<file path="config.mk">
export PLATFORM = sky130hd
export DESIGN_NAME = main_fsm
export DESIGN_NICKNAME = d
export VERILOG_FILES = /design/src/rtl/main_fsm.sv
export SDC_FILE = /design/constraint.sdc
export NUM_CORES = 1
export LEC_CHECK = 0
export ABC_AREA = 1
export CELL_PAD_IN_SITES_DETAIL_PLACEMENT = 1
export CELL_PAD_IN_SITES_GLOBAL_PLACEMENT = 2
export CORE_MARGIN = 4
export CORE_UTILIZATION = 27
export CTS_BUF_LIST = sky130_fd_sc_hd__clkbuf_4 sky130_fd_sc_hd__clkbuf_8
export CTS_CLUSTER_SIZE = 28
export DETAILED_ROUTE_END_ITERATION = 7
export HOLD_SLACK_MARGIN = 0.1
export PLACE_DENSITY_LB_ADDON = 0.1
export SLEW_MARGIN = 25
export SYNTH_ARGS = -nofsm -noshare
export SYNTH_HDL_FRONTEND = slang
export SYNTH_SLANG_ARGS = --single-unit
export TNS_END_PERCENT = 50
</file>
<file path="constraint.sdc">
create_clock -name clk -period 4 [get_ports clk]
set_clock_uncertainty 0.1 [all_clocks]
set_input_delay 0.8 -clock clk [delete_from_list [all_inputs] [get_ports clk]]
set_output_delay 0.8 -clock clk [all_outputs]
set_load 0.01 [all_outputs]
</file>
<file path="src/rtl/main_fsm.sv">
// Multicycle RISC-V control FSM: sequences fetch/decode/execute/memory/writeback,
// drives datapath selects and write enables, counts retired instructions.
module main_fsm #(
   parameter int CNT_W = 32
) (
   input  logic             clk,
   input  logic             reset,
   input  logic [6:0]       op,
   input  logic             zero,
   input  logic             mem_ready,
   output logic [1:0]       ALUOp,
   output logic [1:0]       ALUSrcA,
   output logic [1:0]       ALUSrcB,
   output logic [1:0]       ResultSrc,
   output logic             AdrSrc,
   output logic [1:0]       ImmSrc,
   output logic             IRWrite,
   output logic             PCWrite,
   output logic             RegWrite,
   output logic             MemWrite,
   output logic             illegal,
   output logic [CNT_W-1:0] instret,
   output logic [3:0]       state
);

   localparam logic [6:0] OP_LOAD  = 7'b0000011;
   localparam logic [6:0] OP_STORE = 7'b0100011;
   localparam logic [6:0] OP_RTYPE = 7'b0110011;
   localparam logic [6:0] OP_ITYPE = 7'b0010011;
   localparam logic [6:0] OP_JAL   = 7'b1101111;
   localparam logic [6:0] OP_BEQ   = 7'b1100011;

   typedef enum logic [3:0] {
      S_FETCH    = 4'd0,
      S_DECODE   = 4'd1,
      S_MEMADR   = 4'd2,
      S_MEMREAD  = 4'd3,
      S_MEMWB    = 4'd4,
      S_MEMWRITE = 4'd5,
      S_EXECUTER = 4'd6,
      S_ALUWB    = 4'd7,
      S_EXECUTEI = 4'd8,
      S_JAL      = 4'd9,
      S_BEQ      = 4'd10
   } state_t;

   state_t           state_q, state_d;
   logic [CNT_W-1:0] instret_q;
   logic             retire;

   // Enables before the reset override
   logic irwrite_c, pcwrite_c, regwrite_c, memwrite_c, illegal_c;

   always_ff @(posedge clk) begin
      if (reset) begin
         state_q   <= S_FETCH;
         instret_q <= '0;
      end else begin
         state_q <= state_d;
         if (retire) begin
            instret_q <= instret_q + CNT_W'(1);
         end
      end
   end

   always_comb begin
      state_d    = state_q;
      ALUOp      = 2'b00;
      ALUSrcA    = 2'b00;
      ALUSrcB    = 2'b00;
      ResultSrc  = 2'b00;
      AdrSrc     = 1'b0;
      irwrite_c  = 1'b0;
      pcwrite_c  = 1'b0;
      regwrite_c = 1'b0;
      memwrite_c = 1'b0;
      illegal_c  = 1'b0;
      retire     = 1'b0;

      case (state_q)
         S_FETCH: begin
            ALUSrcB   = 2'b10;
            ResultSrc = 2'b10;
            irwrite_c = mem_ready;
            pcwrite_c = mem_ready;
            state_d   = mem_ready ? S_DECODE : S_FETCH;
         end
         S_DECODE: begin
            ALUSrcA = 2'b01;
            ALUSrcB = 2'b01;
            case (op)
               OP_LOAD, OP_STORE: state_d = S_MEMADR;
               OP_RTYPE:          state_d = S_EXECUTER;
               OP_ITYPE:          state_d = S_EXECUTEI;
               OP_JAL:            state_d = S_JAL;
               OP_BEQ:            state_d = S_BEQ;
               default: begin
                  state_d   = S_FETCH;
                  illegal_c = 1'b1;
               end
            endcase
         end
         S_MEMADR: begin
            ALUSrcA = 2'b10;
            ALUSrcB = 2'b01;
            state_d = op[5] ? S_MEMWRITE : S_MEMREAD;
         end
         S_MEMREAD: begin
            AdrSrc  = 1'b1;
            state_d = mem_ready ? S_MEMWB : S_MEMREAD;
         end
         S_MEMWB: begin
            ResultSrc  = 2'b01;
            regwrite_c = 1'b1;
            retire     = 1'b1;
            state_d    = S_FETCH;
         end
         S_MEMWRITE: begin
            // MemWrite is held for the whole handshake, retire only on completion
            AdrSrc     = 1'b1;
            memwrite_c = 1'b1;
            retire     = mem_ready;
            state_d    = mem_ready ? S_FETCH : S_MEMWRITE;
         end
         S_EXECUTER: begin
            ALUSrcA = 2'b10;
            ALUOp   = 2'b10;
            state_d = S_ALUWB;
         end
         S_EXECUTEI: begin
            ALUSrcA = 2'b10;
            ALUSrcB = 2'b01;
            ALUOp   = 2'b10;
            state_d = S_ALUWB;
         end
         S_ALUWB: begin
            regwrite_c = 1'b1;
            retire     = 1'b1;
            state_d    = S_FETCH;
         end
         S_JAL: begin
            ALUSrcA   = 2'b01;
            ALUSrcB   = 2'b10;
            pcwrite_c = 1'b1;
            state_d   = S_ALUWB;
         end
         S_BEQ: begin
            ALUSrcA   = 2'b10;
            ALUOp     = 2'b01;
            pcwrite_c = zero;
            retire    = 1'b1;
            state_d   = S_FETCH;
         end
         default: begin
            state_d = S_FETCH;
         end
      endcase
   end

   always_comb begin
      case (op)
         OP_STORE: ImmSrc = 2'b01;
         OP_BEQ:   ImmSrc = 2'b10;
         OP_JAL:   ImmSrc = 2'b11;
         default:  ImmSrc = 2'b00;
      endcase
   end

   // Reset masks every side-effecting output regardless of the current state
   assign IRWrite  = irwrite_c  & ~reset;
   assign PCWrite  = pcwrite_c  & ~reset;
   assign RegWrite = regwrite_c & ~reset;
   assign MemWrite = memwrite_c & ~reset;
   assign illegal  = illegal_c  & ~reset;

   assign instret = instret_q;
   assign state   = state_q;

endmodule

</file>
### Word level (Yosys, flattened, before mapping)

Index checks and enable logic that the tools add are counted.

| operators by class | value |
|---|---|
| $add $sub $neg | 1 |
| eq/ne operators | 16 |
| bitwise logic cells | 6 |
| reduce and logical (&&, ||, !) cells | 12 |
| multiplexer cells | 19 |

Operators by type and width:

| kind | number |
|---|---|
| $add A32 B1 Y32 const B | 1 |
| $pmux W4 S6 | 1 |
| $pmux W4 S5 | 1 |
| $eq A4 B3 Y1 const B | 4 |
| $pmux W2 S2 | 4 |
| $eq A7 B6 Y1 const B | 2 |
| $eq A7 B7 Y1 const B | 2 |
| $eq A4 B4 Y1 const B | 3 |
| $reduce_or A2 Y1 | 6 |
| $mux W3 | 3 |
| $reduce_or A3 Y1 | 3 |
| $eq A4 B2 Y1 const B | 2 |
| $eq A7 B2 Y1 const B | 1 |
| $eq A7 B5 Y1 const B | 1 |
| $mux W1 | 7 |
| $pmux W2 S3 | 1 |
| $reduce_or A6 Y1 | 1 |
| $and A1 B1 Y1 | 5 |
| $eq A4 B1 Y1 const B | 1 |
| $logic_not A4 Y1 | 1 |
| $reduce_or A4 Y1 | 1 |
| $pmux W1 S3 | 1 |
| $pmux W1 S2 | 1 |
| $not A1 Y1 | 1 |

| storage, ports and cells | value |
|---|---|
| register bits | 36 |
| word-level logic and storage cells | 56 |
| output and inout port bits | 52 |
| bits of input ports | 11 |

### Longest topological paths before layout

Gate-level depths: netlist of the first run.

| logic depth | value |
|---|---|
| depth after elaboration | 5 |
| gate-level depth with buffers | 10 |
| depth with buffers taken out | 9 |

### Worst setup path after synthesis of the first run

OpenSTA, ideal clock, no wires.

| path | value |
|---|---|
| kind | input -> output |
| start point | input port op[1] |
| end point | output port ImmSrc[0] |
| data required time | 3100 ps |
| path buffers | 0 |
| path slack | 1453 ps |
| cell stages on the path | 4 |
| arrival | 1647 ps |
| cells stage by stage | nand2_1 nor3_1 inv_1 o41ai_1 |

| on the way | value |
|---|---|
| longest elaborated chain between the ends | 2 |
| elaborated cells between the ends (all ways) | 4 |
| those cells by class | eq/ne: 3; mux: 1 |

RTL lines:

| what | RTL line | text |
|---|---|---|
| from (decl) | 8 | `input logic [6:0] op,` |
| $eq A7 B7 Y1 / $eq A7 B6 Y1 (equally long branches) | 161 | `case (op)` |
| $pmux W2 S3 * | 161 |  |
| to (decl) | 16 | `output logic [1:0] ImmSrc,` |

Every way passes the cells marked *; elsewhere a longest branch is shown, timed or not.

### Final worst setup path of the first run

Same ends and word-level chain as after synthesis.

==> run_results.csv, run 1 <==
group,metric,value,unit
logic_synthesis,async_reset_ff_share,0,%
logic_synthesis,synth_common_cells,"109 x nand2_1, 68 x nor2_1, 57 x inv_1",
logic_synthesis,synthFlopType,"dfxtp_1",
route,firstDrtPassIters,4,
logic_synthesis,synth_top_area_cell,"dfxtp_1",
die,start_util,28.1,%
power,combPwrFrac,8.2,%
global_route,grt_usage,15.5,%
timing,post-route-period-util,87.9,%
power,power_frac_seq,52.6,%
timing,setup_tns,0,ns
logic_synthesis,synth_seq_cells,36,
clock_network,post_cts_buffers,0,
die,chipHeight,101,um
outcome,status,"finished, final reports clean",
global_route,grt_first_pass_wirelength,12900,um
route,vias,2635,
critical_path,reg2reg_slack,1.88,ns
power,power_density,219,nW/um^2
logic_synthesis,ys_types,29,
run,cap_violations,0,
clock_network,cts.path.max_buffers,2,
place,place_congestion,0.779,
logic_synthesis,synth-edff-count,0,
logic_synthesis,yosysTopAreaCellShare,30.9,%
timing,max_freq,284,MHz
clock_network,cts.clk_slew.worst_paths,0.08,ns
logic_synthesis,seq_area_frac_synth,30.9,%
logic_synthesis,postSynthCellCount,392,
critical_path,critPathCapture,"ImmSrc[0]",
timing,min_period,3.52,ns
clock_network,clock_latency,0.29,ns
clock_network,cts-buffers-inserted,5,
place,dp_slack,0.481,ns
die,dieArea,10200,um^2
critical_path,required,3.10,ns
logic_synthesis,yosysMostFrequentCell,"nand2_1",
clock_network,cts_sinks,36,
global_route,antenna_found_initial,0,
timing,slew_violations,0,
timing,tightest_slew,0.467,ns
route,detail_route.wl_per_cell,13.2,um
critical_path,path_depth,6,
global_route,grt_max_degree,48,
timing,hold_ws,0.441,ns
timing,rsz0062_at_grt,"false",
critical_path,critical_path.max_stage_delay,0.60,ns
die,ios,63,
critical_path,r2r-end,"instret[13]",
power,switchingPower,0.178,mW
finish,syn_to_final_growth,34.0,%
clock_network,ctsHoldBuffers,0,
critical_path,crit_buf_inv,3,
critical_path,crit_arrival,2.62,ns
critical_path,crit_chain,"clkdlybuf4s50_1, nand2_1, nor3_1, inv_1, o41ai_1, clkdlybuf4s50_1",
finish,fin_nets,466,
route,drt.antenna.violating_nets,0,
power,switching_share,26.0,%
logic_synthesis,ys.warnings.count,0,
finish,n_antenna_cell,0,
clock_network,htreeDepth,2,
route,drtIter0Drc,68,
critical_path,path_delay_family,"buffers and inverters",
critical_path,cp_slowest_cell,"clkdlybuf4s50_1",
timing,final.setup.worst_slack,0.484,ns
power,internal-power,0.507,mW
route,wl,7400,um
critical_path,r2r-start,"state[2]",
critical_path,cp-start-kind,"primary input",
timing,relSlewSlack,68.9,%
clock_network,cts_resized,0,
finish,drive_gt1_share,4.62,%
die,row_count,33,
critical_path,cp-end-kind,"primary output",
hold_path,min_path_type,"register to register",
power,p_clk_share,39.3,%
route,avgViaCountPerCell,4.71,
global_route,overflow,0,
place,dp_hpwl,5710,um
logic_synthesis,synth.avg_cell_area,5.94,um^2
clock_network,root_buffer,"clkbuf_8",
die,core_region_area,8300,um^2
route,drcViolationCount,0,
timing,finalSetupViolCount,0,
critical_path,reg2reg_depth,9,
logic_synthesis,syn-num-nets,404,
critical_path,crit_start,"op[1]",
critical_path,path_max_fanout,4,
clock_network,cts_tree,"built",
die,fp.dieW,101,um
global_route,grt_pass1_vias,2649,
critical_path,critical_path_class,"primary input to primary output",
power,leakagePower,1.25,nW
power,ir_drop,0.104,mV
logic_synthesis,ys_top_cells_by_area,"dfxtp_1 31%, nand2_1 18%, nor2_1 11%",
place,place.port_buffers,62,
logic_synthesis,syn_area,2330,um^2
timing,finalHoldViolCount,0,
critical_path,critPathMostFrequentCell,"clkdlybuf4s50_1",
logic make-up after synthesis:
group	Yosys count	share of synthesized area [%]
buffers and inverters	69	12.5
adders and majority gates	1	0.537
and+or+nand+nor	254	48.0
AOI/OAI and AO/OA	28	6.55
xor gates and xnor gates	4	1.50
DFF	36	30.9
placed cells by master, fill, tap and decap left out:
cell / synthesis / layout
inv_2: 1 / 1
o41ai_1: 1 / 1
clkbuf_8: 0 / 5
o21bai_1: 1 / 1
nand3b_1: 2 / 2
o22ai_1: 1 / 1
o21ai_1: 1 / 1
xnor2_1: 1 / 1
nor3b_1: 2 / 2
nor3_1: 7 / 7
clkinv_2: 0 / 2
nand4_1: 18 / 18
a21boi_0: 1 / 1
and2_1: 1 / 1
clkinv_4: 0 / 1
inv_1: 57 / 57
dfxtp_1: 36 / 36
ha_1: 1 / 1
nand3_1: 38 / 38
nor2_2: 4 / 4
o21ai_0: 5 / 5
a21oi_1: 16 / 16
nor2_4: 3 / 3
buf_4: 0 / 3
a31oi_1: 2 / 2
clkinv_1: 1 / 1
nand2_1: 109 / 109
nor2_1: 68 / 68
clkdlybuf4s50_1: 0 / 62
nand3_2: 2 / 2
xor2_1: 3 / 3
sequential cells by signal, indices dropped and copies added, names as in the netlist:
| register | cells |
|---|---|
| instret | 32 |
| state | 4 |
power groups by stage:
stage / logic, mW / clock network [mW] / registers [mW]
after floorplan: 0.0257 / 0 / 0.369
after global placement: 0.0565 / 0 / 0.369
after detailed placement: 0.0571 / 0 / 0.369
after CTS: 0.0572 / 0.284 / 0.360
after global routing: 0.0624 / 0.299 / 0.361
final: 0.0559 / 0.269 / 0.360
worst register-to-register path, stage by stage, from the launching register on:
cell      delay, ns
dfxtp_1        0.42
inv_1          0.08
nor2_1         0.23
nand3_1        0.15
nand3_2        0.21
buf_4          0.46
inv_2          0.14
o21bai_1       0.15
nand2_1        0.06
nor2_1         0.07
metrics by stage:
stage / instances / cell area, um^2 / power, mW / utilization [%]
floorplan: 392 / 2330 / 0.394 / -
global placement: 552 / 3030 / 0.425 / 36.6
detailed placement: 552 / 3030 / 0.426 / 36.6
CTS: 560 / 3120 / 0.702 / 37.6
global route: 560 / 3120 / 0.722 / 37.6
finish: 560 / 3120 / 0.685 / 37.6
area by class of cell:
type / instances / area (um^2)
fill: 1120 / 5180
multi-input combinational: 287 / 1320
sequential: 36 / 721
timing repair buffer: 65 / 643
inverter: 59 / 221
tap: 105 / 131
clock buffer: 5 / 68.8
clock inverter: 3 / 18.8
worst min-delay path by stage:
stage,to,cells after the start,startpoint
floorplan,instret[1],2,instret[1]
global placement,instret[1],2,instret[1]
detailed placement,instret[1],2,instret[1]
CTS,instret[1],2,instret[1]
global route,instret[9],2,instret[9]
finish,instret[1],2,instret[1]
per-layer routing:
layer	routed length [um]	track usage, %	vias to the layer above
li1	-	-	1362
met1	3530	19.9	1232
met2	3560	27.1	37
met3	258	2.77	4
met4	50	3.07	0
met5	0	0	-
No activity file was read; power rests on OpenSTA's default activity.
==> inputs of run 2 (changes only) <==
--- a/config.mk
+++ b/config.mk
@@ -19,4 +19,4 @@
 export SYNTH_ARGS = -nofsm -noshare
 export SYNTH_HDL_FRONTEND = slang
 export SYNTH_SLANG_ARGS = --single-unit
-export TNS_END_PERCENT = 50
+export TNS_END_PERCENT = 20
==> constraint.sdc (replaced) <==
create_clock -name clk -period 4 [get_ports clk]
set_clock_uncertainty 0.1 [all_clocks]
set_input_delay 0.4 -clock clk [delete_from_list [all_inputs] [get_ports clk]]
set_output_delay 0.4 -clock clk [all_outputs]
set_load 0.01 [all_outputs]
==> run 2 against run 1 <==
Critical path depth is the same. Fmax grew 28%. Clock power grew 23%. Global-route usage shrank 0.067 points. Design area grew 0.76%. Die area is the same. Combinational power grew 1%. First-iteration DRC count shrank 1.5%. Sequential cell count is the same. Critical path type unchanged. Critical endpoint unchanged. Largest power group unchanged.
==> run_results.csv, run 2 (synthesis gave the netlist of run 1 again) <==
group,metric,value,unit
route,top_layer,"met4",
hold_path,hold_path_end,"instret[1]",
power,power_frac_seq,48.3,%
die,ios,63,
route,drtIter0Drc,67,
power,leakagePower,1.25,nW
place,place_congestion,0.779,
route,wl,7480,um
place,place_inst,552,
place,place.port_buffers,62,
run,cap_violations,0,
route,avgViaCountPerCell,4.73,
power,power_density,237,nW/um^2
global_route,grt_max_degree,58,
timing,post-route-period-util,68.6,%
timing,slew_violations,0,
finish,mostFrequentLayoutCells,"109 x nand2_1, 68 x nor2_1, 62 x clkdlybuf4s50_1",
critical_path,crit_arrival,2.24,ns
clock_network,post_cts_buffers,0,
place,dp_hpwl,5800,um
timing,min_period,2.74,ns
finish,largest_reg_flops,32,
route,drcViolationCount,0,
clock_network,cts-buffers-inserted,5,
global_route,grt_usage,15.4,%
finish,final_common_cell,"nand2_1",
critical_path,required,3.50,ns
route,detail_route.wl_per_cell,13.4,um
power,internal-power,0.570,mW
timing,tightest_slew,0.576,ns
timing,final.setup.worst_slack,1.26,ns
timing,rsz0062_at_grt,"false",
clock_network,cts.clk_slew.worst_paths,0.08,ns
global_route,overflow,0,
critical_path,cp-start-kind,"primary input",
die,chipHeight,101,um
critical_path,critical_path_class,"primary input to primary output",
route,firstDrtPassIters,4,
timing,relSlewSlack,61.6,%
route,wl_met3,265,um
die,dieArea,10200,um^2
power,switching_share,23.7,%
critical_path,reg2reg_depth,9,
clock_network,cts.path.max_buffers,2,
timing,max_freq,365,MHz
timing,finalHoldViolCount,0,
place,dp_slack,1.27,ns
die,row_count,33,
route,route.met2.wl,3580,um
clock_network,cts_resized,0,
finish,fin_cells,560,
route,wl_met1,3530,um
route,vias,2651,
global_route,grt_pass1_vias,2641,
power,report.power.total,0.747,mW
critical_path,r2r-start,"state[3]",
timing,setup_tns,0,ns
clock_network,root_buffer,"clkbuf_8",
finish,drive_gt1_share,4.62,%
hold_path,whs_path_depth,2,
power,switchingPower,0.177,mW
clock_network,ctsHoldBuffers,0,
die,fp.dieW,101,um
clock_network,cts_sinks,36,
power,ir_drop,0.108,mV
global_route,antenna_found_initial,0,
finish,n_antenna_cell,0,
critical_path,r2r-end,"instret[13]",
power,combPwrFrac,7.6,%
clock_network,htreeDepth,2,
route,drt.antenna.violating_nets,0,
critical_path,reg2reg_slack,1.99,ns
critical_path,path_max_fanout,4,
critical_path,cp-end-kind,"primary output",
critical_path,critical_path.max_stage_delay,0.60,ns
clock_network,cts_tree,"built",
global_route,grt_first_pass_wirelength,12700,um
power,p_clk_share,44.2,%
hold_path,min_path_type,"register to register",
critical_path,cp_slowest_cell,"clkdlybuf4s50_1",
finish,syn_to_final_growth,35.0,%
die,start_util,28.1,%
critical_path,crit_chain,"clkdlybuf4s50_1, nand2_1, nor3_1, inv_1, o41ai_1, clkdlybuf4s50_1",
outcome,status,"finished, final reports clean",
clock_network,clock_latency,0.29,ns
finish,fin_nets,466,
timing,finalSetupViolCount,0,
hold_path,min_from,"instret[1]",
critical_path,critPathMostFrequentCell,"clkdlybuf4s50_1",
die,core_region_area,8300,um^2
## run 2: cell count changes in the layout (fill, tap and decap cells not counted)
| cell | delta |
|---|---|
| clkinvlp_4 | +1 |
| clkinv_4 | -1 |
| bufinv_16 | +1 |
| clkinv_2 | -1 |
## run 2: power groups by stage
stage               clock network, mW  registers, mW  logic, mW
floorplan                           0          0.369     0.0257
global placement                    0          0.369     0.0567
detailed placement                  0          0.369     0.0571
CTS                             0.346          0.360     0.0573
global route                    0.362          0.361     0.0624
finish                          0.330          0.360     0.0565
## run 2: worst max-delay path by stage
stage,startpoint,slack (ns),endpoint
detailed placement,op[1],1.27,ImmSrc[0]
finish,op[1],1.26,ImmSrc[0]
floorplan,state[0],2.23,illegal
global placement,op[1],1.28,ImmSrc[0]
global route,state[0],1.04,illegal
CTS,op[1],1.23,ImmSrc[0]
## run 2: critical path, delay by kind of cell
| family | cells | cell delay (ns) |
|---|---|---|
| buffers and inverters | 3 | 1.16 |
| AO/OA/AOI/OAI | 1 | 0.28 |
| AND/OR/NAND/NOR | 2 | 0.39 |
## run 2: per-stage QoR
stage	hold slack [ns]	cell area (um^2)	util [%]
CTS	0.446	3150	37.9
floorplan	0.421	2330	-
finish	0.439	3150	37.9
global route	0.479	3150	37.9
global placement	0.424	3030	36.6
detailed placement	0.431	3030	36.6
## run 2: metal layers
metal / up-vias / GRT usage, %
met3: 9 / 2.42
met2: 48 / 26.8
met5: - / 0
li1: 1365 / -
met4: 0 / 4.29
met1: 1229 / 19.7
## run 2: cell type report
cell class | instances | area [um^2]
fill | 1091 | 5150
multi-input combinational | 287 | 1320
sequential | 36 | 721
timing repair buffer | 65 | 643
inverter | 59 | 221
tap | 105 | 131
clock buffer | 5 | 68.8
clock inverter | 3 | 42.5
==> inputs of run 3 (changes only) <==
--- a/config.mk
+++ b/config.mk
@@ -9,7 +9,7 @@
 export CELL_PAD_IN_SITES_DETAIL_PLACEMENT = 1
 export CELL_PAD_IN_SITES_GLOBAL_PLACEMENT = 2
 export CORE_MARGIN = 4
-export CORE_UTILIZATION = 27
+export CORE_UTILIZATION = 25
 export CTS_BUF_LIST = sky130_fd_sc_hd__clkbuf_4 sky130_fd_sc_hd__clkbuf_8
 export CTS_CLUSTER_SIZE = 28
 export DETAILED_ROUTE_END_ITERATION = 7
==> constraint.sdc (replaced) <==
create_clock -name clk -period 2.72 [get_ports clk]
set_clock_uncertainty 0.1 [all_clocks]
set_input_delay 0.272 -clock clk [delete_from_list [all_inputs] [get_ports clk]]
set_output_delay 0.272 -clock clk [all_outputs]
set_load 0.01 [all_outputs]
==> run 3 against run 2 <==
Cell count is 0.71% higher. Critical path depth stayed put. Largest power group unchanged. Highest routed layer unchanged. Clock power is 16% higher. Critical path type is now register to primary output. Register-to-register slack worse by 1.3 ns. Sequential cell count stayed put. Wire length is 2.8% higher.
==> run_results.csv, run 3 (synthesis gave the netlist of run 1 again) <==
group,metric,value,unit
critical_path,critical_path.max_stage_delay,0.57,ns
global_route,grt_max_degree,58,
global_route,grt_pass1_vias,2624,
timing,max_freq,413,MHz
critical_path,cp-end-kind,"primary output",
finish,syn_to_final_growth,35.2,%
route,drtIter0Drc,47,
global_route,overflow,0,
timing,finalSetupViolCount,0,
timing,tightest_slew,0.299,ns
run,cap_violations,0,
clock_network,cts_tree,"built",
route,wl,7690,um
route,firstDrtPassIters,4,
clock_network,post_cts_buffers,0,
clock_network,cts.clk_slew.worst_paths,0.07,ns
critical_path,cp-start-kind,"register",
place,place_inst,557,
route,vias,2647,
place,dp_hpwl,5990,um
timing,setup_tns,0,ns
die,dieArea,10900,um^2
hold_path,min_path_type,"register to register",
die,core_region_area,8890,um^2
power,leakagePower,1.26,nW
timing,min_period,2.42,ns
timing,post-route-period-util,89.0,%
critical_path,critPathMostFrequentCell,"nor2_1",
route,drt.antenna.violating_nets,0,
finish,final_common_cell,"nand2_1",
place,place.port_buffers,62,
power,ir_drop,0.208,mV
timing,relSlewSlack,79.8,%
critical_path,crit_arrival,2.05,ns
clock_network,ctsHoldBuffers,0,
power,power_density,317,nW/um^2
clock_network,clock_latency,0.28,ns
die,ios,63,
finish,fin_nets,468,
route,avgViaCountPerCell,4.69,
timing,rsz0062_at_grt,"false",
global_route,grt_usage,14.2,%
route,drcViolationCount,0,
finish,fin_cells,564,
clock_network,cts_resized,0,
critical_path,critical_path_class,"register to primary output",
finish,largest_reg_flops,32,
finish,drive_gt1_share,5.04,%
clock_network,cts.path.max_buffers,2,
critical_path,path_max_fanout,5,
place,place_area,3070,um^2
timing,slew_violations,0,
die,chipHeight,105,um
critical_path,cp_slowest_cell,"clkdlybuf4s50_1",
die,start_util,26.2,%
clock_network,cts_sinks,36,
clock_network,root_buffer,"clkbuf_8",
finish,mostFrequentLayoutCells,"109 x nand2_1, 67 x nor2_1, 62 x clkdlybuf4s50_1",
outcome,status,"finished, final reports clean",
finish,design_area,3150,um^2
critical_path,required,2.35,ns
route,detail_route.wl_per_cell,13.6,um
place,place_congestion,0.763,
die,row_count,34,
critical_path,crit_chain,"nor2_1, inv_1, nor2_1, nand2_1, a31oi_1, clkdlybuf4s50_1",
clock_network,cts-buffers-inserted,5,
global_route,antenna_found_initial,0,
global_route,grt_first_pass_wirelength,13000,um
finish,n_antenna_cell,0,
clock_network,htreeDepth,2,
die,fp.dieW,105,um
timing,finalHoldViolCount,0,
## run 3: changes by cell type in the layout (fill, tap and decap cells not counted)
cell,delta
bufinv_16,-1
clkinvlp_4,-1
buf_4,+1
nor2_1,-1
clkbuf_4,+1
nor2_2,+1
buf_12,+1
## run 3: area by class of cell
cell class | count | area (um^2)
multi-input cells | 287 | 1320
repair buffers | 67 | 671
fillers | 1176 | 5740
clock inverters | 1 | 5.00
well taps | 108 | 135
inverters | 59 | 221
clock buffers | 6 | 76.3
flip-flops and latches | 36 | 721
## run 3: worst max-delay path, delay by kind of cell, from the launching register on
family / cells / cell delay (ns)
DFF: 1 / 0.34
AOI/OAI and AO/OA: 1 / 0.19
buffers and inverters: 2 / 0.69
and+or+nand+nor: 3 / 0.54
## run 3: worst paths after layout
| check | startpoint | endpoint | slack, ns | depth (start not counted) |
|---|---|---|---|---|
| worst max-delay path | state[2] | PCWrite | 0.30 | 6 |
| worst min-delay path | instret[1] | instret[1] | 0.43 | 2 |
| worst max register to register | instret[0] | instret[26] | 0.72 | 9 |
| worst min register to register | instret[1] | instret[1] | 0.43 | 2 |
## run 3: report_power, final
group | internal (mW) | total [mW] | switching, mW
registers | 0.528 | 0.529 | 0.00163
logic | 0.0404 | 0.0858 | 0.0454
clock network | 0.185 | 0.383 | 0.198
## run 3: layer usage
layer	global-route usage, %	wire length (um)
met1	19.3	3840
met2	23.7	3570
met4	2.85	33
met3	2.71	243
met5	0	0
## run 3: through the flow
stage / power, mW / hold slack (ns) / setup slack, ns / util, %
finish: 0.998 / 0.432 / 0.298 / 35.4
global route: 1.05 / 0.479 / 0.0195 / 35.4
CTS: 1.03 / 0.442 / 0.172 / 35.4
detailed placement: 0.629 / 0.431 / 0.332 / 34.5
global placement: 0.628 / 0.414 / 0.371 / 34.5
floorplan: 0.580 / 0.404 / 1.05 / -
